File: src/rtl/lut_neuron_stream.sv
`default_nettype none
// ============================================================================
// Module      : lut_neuron_stream
// Description : Runtime-loadable neuron truth table (2^IN_BITS x OUT_BITS)
//               held in distributed RAM. The table is loaded serially, then
//               input codes stream through a 2-stage valid/ready lookup
//               pipeline (s0 = address register, s1 = registered read data).
//               Optional macro LUT_NEURON_PARITY_EN adds a stored even-parity
//               bit per entry and a registered parity_err output.
// Revision    : 1.0 - initial release
// ============================================================================
module lut_neuron_stream #(
    parameter int IN_BITS  = 6,
    parameter int OUT_BITS = 1
) (
    input  logic                clk,
    input  logic                rst,
    input  logic                cfg_start,
    input  logic                cfg_wr_valid,
    input  logic [OUT_BITS-1:0] cfg_wr_data,
    output logic                cfg_wr_ready,
    output logic                cfg_done,
    input  logic                in_valid,
    output logic                in_ready,
    input  logic [IN_BITS-1:0]  in_data,
    output logic                out_valid,
    input  logic                out_ready,
    output logic [OUT_BITS-1:0] out_data,
    output logic                table_loaded
`ifdef LUT_NEURON_PARITY_EN
    ,
    output logic                parity_err
`endif
);

    localparam int c_DEPTH = 1 << IN_BITS;
    localparam logic [IN_BITS-1:0] c_LAST_ADDR = IN_BITS'(c_DEPTH - 1);
`ifdef LUT_NEURON_PARITY_EN
    localparam int c_MEM_W = OUT_BITS + 1;
`else
    localparam int c_MEM_W = OUT_BITS;
`endif

    localparam logic [1:0] c_EMPTY   = 2'd0;
    localparam logic [1:0] c_LOADING = 2'd1;
    localparam logic [1:0] c_RUN     = 2'd2;

    logic [1:0]          r_state;
    logic [IN_BITS-1:0]  r_addr;
    logic                r_cfg_done;
    logic                r_s0_v;
    logic [IN_BITS-1:0]  r_s0_addr;
    logic                r_s1_v;
    logic [OUT_BITS-1:0] r_out_data;
    logic [c_MEM_W-1:0]  r_mem [c_DEPTH];

    logic                w_wr_en;
    logic [c_MEM_W-1:0]  w_wr_word;
    logic [c_MEM_W-1:0]  w_rd_word;
    logic                w_s1_adv;
    logic                w_s0_adv;
    logic                w_in_hs;

    // A write arriving together with cfg_start belongs to the aborted load and is dropped.
    assign w_wr_en = (r_state == c_LOADING) && cfg_wr_valid && !cfg_start;

`ifdef LUT_NEURON_PARITY_EN
    assign w_wr_word = {^cfg_wr_data, cfg_wr_data};
`else
    assign w_wr_word = cfg_wr_data;
`endif

    assign w_rd_word = r_mem[r_s0_addr];

    // Each stage moves when its downstream slot is free or being emptied.
    assign w_s1_adv = !r_s1_v || out_ready;
    assign w_s0_adv = !r_s0_v || w_s1_adv;
    assign in_ready = (r_state == c_RUN) && !cfg_start && w_s0_adv;
    assign w_in_hs  = in_valid && in_ready;

    assign cfg_wr_ready = (r_state == c_LOADING);
    assign table_loaded = (r_state == c_RUN);
    assign cfg_done     = r_cfg_done;
    assign out_valid    = r_s1_v;
    assign out_data     = r_out_data;

    // Load FSM: EMPTY -> LOADING -> RUN; cfg_start restarts the load from any state.
    always_ff @(posedge clk) begin
        if (rst) begin
            r_state    <= c_EMPTY;
            r_addr     <= '0;
            r_cfg_done <= 1'b0;
        end else begin
            r_cfg_done <= 1'b0;
            if (cfg_start) begin
                r_state <= c_LOADING;
                r_addr  <= '0;
            end else if (w_wr_en) begin
                r_addr <= r_addr + 1'b1;
                if (r_addr == c_LAST_ADDR) begin
                    r_state    <= c_RUN;
                    r_cfg_done <= 1'b1;
                end
            end
        end
    end

    // Table storage: write-only during load, contents intentionally not reset.
    always_ff @(posedge clk) begin
        if (w_wr_en) begin
            r_mem[r_addr] <= w_wr_word;
        end
    end

    // Stage s0: capture the input code on a handshake; flushed by a reload.
    always_ff @(posedge clk) begin
        if (rst) begin
            r_s0_v    <= 1'b0;
            r_s0_addr <= '0;
        end else if (cfg_start) begin
            r_s0_v <= 1'b0;
        end else if (w_s0_adv) begin
            r_s0_v <= w_in_hs;
            if (w_in_hs) begin
                r_s0_addr <= in_data;
            end
        end
    end

    // Stage s1: register the table word read at the s0 address; holds while stalled.
    always_ff @(posedge clk) begin
        if (rst) begin
            r_s1_v     <= 1'b0;
            r_out_data <= '0;
        end else if (cfg_start) begin
            r_s1_v <= 1'b0;
        end else if (w_s1_adv) begin
            r_s1_v <= r_s0_v;
            if (r_s0_v) begin
                r_out_data <= w_rd_word[OUT_BITS-1:0];
            end
        end
    end

`ifdef LUT_NEURON_PARITY_EN
    logic r_parity_err;
    logic w_par_bad;

    assign w_par_bad  = (^w_rd_word[OUT_BITS-1:0]) != w_rd_word[OUT_BITS];
    assign parity_err = r_parity_err;

    // Parity flag travels with the s1 word so it is only meaningful alongside out_valid.
    always_ff @(posedge clk) begin
        if (rst) begin
            r_parity_err <= 1'b0;
        end else if (cfg_start) begin
            r_parity_err <= 1'b0;
        end else if (w_s1_adv) begin
            r_parity_err <= r_s0_v && w_par_bad;
        end
    end
`endif

endmodule
`default_nettype wire

File: config.mk
export PLATFORM = sky130hd
export DESIGN_NAME = lut_neuron_stream
export DESIGN_NICKNAME = d
export VERILOG_FILES = /design/src/rtl/lut_neuron_stream.sv
export SDC_FILE = /design/constraint.sdc
export NUM_CORES = 1
export LEC_CHECK = 0
export CORE_MARGIN = 1
export CORE_UTILIZATION = 40
export DETAILED_ROUTE_END_ITERATION = 8
export MAX_ROUTING_LAYER = met4
export PLACE_DENSITY = 0.58
export SLEW_MARGIN = 40
export SYNTH_ARGS = -nofsm -noshare
export SYNTH_HDL_FRONTEND = slang
export SYNTH_SLANG_ARGS = --single-unit
File: constraint.sdc
create_clock -name clk -period 5.3 [get_ports clk]
set_input_delay 1.325 -clock clk [delete_from_list [all_inputs] [get_ports clk]]
set_output_delay 1.325 -clock clk [all_outputs]
set_load 0.03 [all_outputs]
==> results.toml <==
[power]
finalPower_mw = 1.13
peakVddDrop_mv = 0.108
p_leak_nw = 1.24
power-per-cell-area_nw_per_um2 = 278

[layout]
fin_area_um2 = 4050
seq_area_um2 = 2280
multi_input_area_um2 = 1250
nFillCells = 832
n_antenna_cell = 0
layout_commonest_cell = "nor2_1"
area_delta_synth_final_pct = 11.8
final_cell_mix = "nor2_1, edfxtp_1, nand2_1"
drive_gt1_frac = 0.124
nNetsFinal = 324

[route]
antenna_left = 0
drc_errors = 0
via_per_inst = 5.21
first_iter_violations = 106
wl_per_cell_um = 16.5
finalWirelength_um = 6990
drt_pass1_iterations = 4
vias = 2203

[placed_design]
place_area_um2 = 3880
place_hpwl_um = 4590
numPortBuffers = 18
gp_congestion = 0.718

[die]
rows = 34
coreArea_um2 = 8760
io_pins = 19
die_h_um = 97.2
die_x_um = 97.2
dieArea_um2 = 9450
start_util = 0.414

[global_route]
met3_usage = 0.0281
grt_pass1_vias = 2228
grtUsageMet2 = 0.254
grt_first_pass_wirelength_um = 11500
grt_util_met1 = 0.216
grt_max_degree = 65
top_usage_layer = "met2"
grt_antenna_before_repair = 0
grt-ovfl-total = 0
grt_usage = 0.164

[timing]
max-slew-margin-rel = 0.621
fin_crit_ps = 4310
fmax_ghz = 0.232
drv_slew = 0
fin_crit_sh = 0.814
finalSetupViolations = 0
tns_ps = 0
rsz0062_at_grt = "no"
fin_worst_skew_ps = 6.28
hold_violations = 0
tightestPinTransition_ps = 568
holdWs_ps = 502

[critical_path]
critPathArrivalTime_ps = 2990
crit_fanout = 4
crit_path_end_kind = "output port"
reg2reg_to = "r_mem[59]"
reg2reg_depth = 5
rrSetupSlack_ps = 3190
required_ps = 3970
reg2reg_from = "r_state[0]"
worstSetupPathType = "in -> out"
cp-start-kind = "input port"

[cts]
numCtsBuffers = 9
tritoncts = "built"
clock-root-buffer = "clkbuf_8"
cts_hold_buf = 0
post_cts_buffers = 0
cts-resized-gates = 0
htree_levels = 3
clock_latency_ps = 350
clk_pin_slew_ps = 80
cts_max_path_buffers = 2
cts.sinks = 82

[synth]
syn-cell-area_um2 = 3630
synth_top_cell_by_area = "edfxtp_1"
yosys-top-cells-area = "edfxtp_1, dfxtp_1, nor2_1"
synth_cell_types = 40
syn_avg_cell_area_um2 = 12.3
synth_fp_nets = 310
ys_warn_count = 0
ys_seq_area_frac = 0.629
yosys_register_bits = 82
synthCells = 296
yosysTopAreaCellShare = 0.530

[hold_path]
whs_endpoint = "r_s0_v"
hold_path_depth = 2
hold_class = "reg -> reg"
hp-start = "r_s0_v"

[flow_run]
maxCapViolCount = 0

[run_status]
outcome = "complete, no violations"
synth_stat cells (all sizes together):
library cell,count
nand4,1
o41ai,1
and3b,1
dfxtp,18
a311o,1
mux2i,9
o21ai,1
a31oi,2
nor3,8
a2111oi,3
nand3,7
edfxtp,64
nand2b,3
mux2,4
clkbuf,9
o22ai,2
or3b,3
inv,3
and4bb,1
a22oi,2
nor2b,7
or2,2
nand3b,2
a21oi,4
ha,1
and4,1
o31ai,1
xor2,4
mux4,12
buf,9
and2,1
nand2,20
or3,2
a311oi,1
nor2,86
where the power goes:
group	leakage (nW)	switching (mW)	internal, mW
sequential	0.720	0.00176	0.692
combinational	0.435	0.0152	0.0117
clock	0.0900	0.209	0.196
kinds of logic after synthesis:
logic type,Yosys count,synth area share
compound gates,18,0.0383
fa+ha+maj,1,0.00345
buf+inv,21,0.0266
xor+xnor,4,0.00966
simple gates,145,0.181
flops,82,0.629
mux,25,0.112
critical path: stages:
cell and delay [ps]:
clkdlybuf4s50_1 450, nor2b_1 70, a2111oi_2 400, clkdlybuf4s50_1 740
how the worst max path moves through the flow:
| stage | from | end | cells past startpoint |
|---|---|---|---|
| after floorplan | out_ready | in_ready | 2 |
| after global placement | out_ready | in_ready | 4 |
| after detailed placement | out_ready | in_ready | 4 |
| after CTS | out_ready | in_ready | 4 |
| after global routing | out_ready | in_ready | 4 |
| final | out_ready | in_ready | 4 |
final cells by class:
type                       instances  area share
clock buffer                      13      0.0395
clock inverter                     3     0.00340
inverter                           3     0.00278
multi-input combinational        193       0.308
sequential                        82       0.563
tap                              108      0.0333
timing repair buffer              21      0.0500
through the flow:
stage / setup WS (ps) / std cells / utilization
global placement: 999 / 407 / 0.443
floorplan: 1750 / 296 / -
global route: 903 / 423 / 0.463
finish: 987 / 423 / 0.463
detailed placement: 975 / 407 / 0.443
CTS: 972 / 423 / 0.463
flip-flops by register name, indices dropped and copies added (netlist names):
name,count
r_addr,6
out_valid,1
r_s0_v,1
cfg_done,1
r_s0_addr,6
r_state,2
r_mem,64
out_data,1
per-layer routing:
layer,wire length [µm],up-vias
met1,3390,1083
met2,3320,27
met4,104,0
met5,0,-
met3,180,10
li1,-,1083
Power figures use the tool's default switching activity.
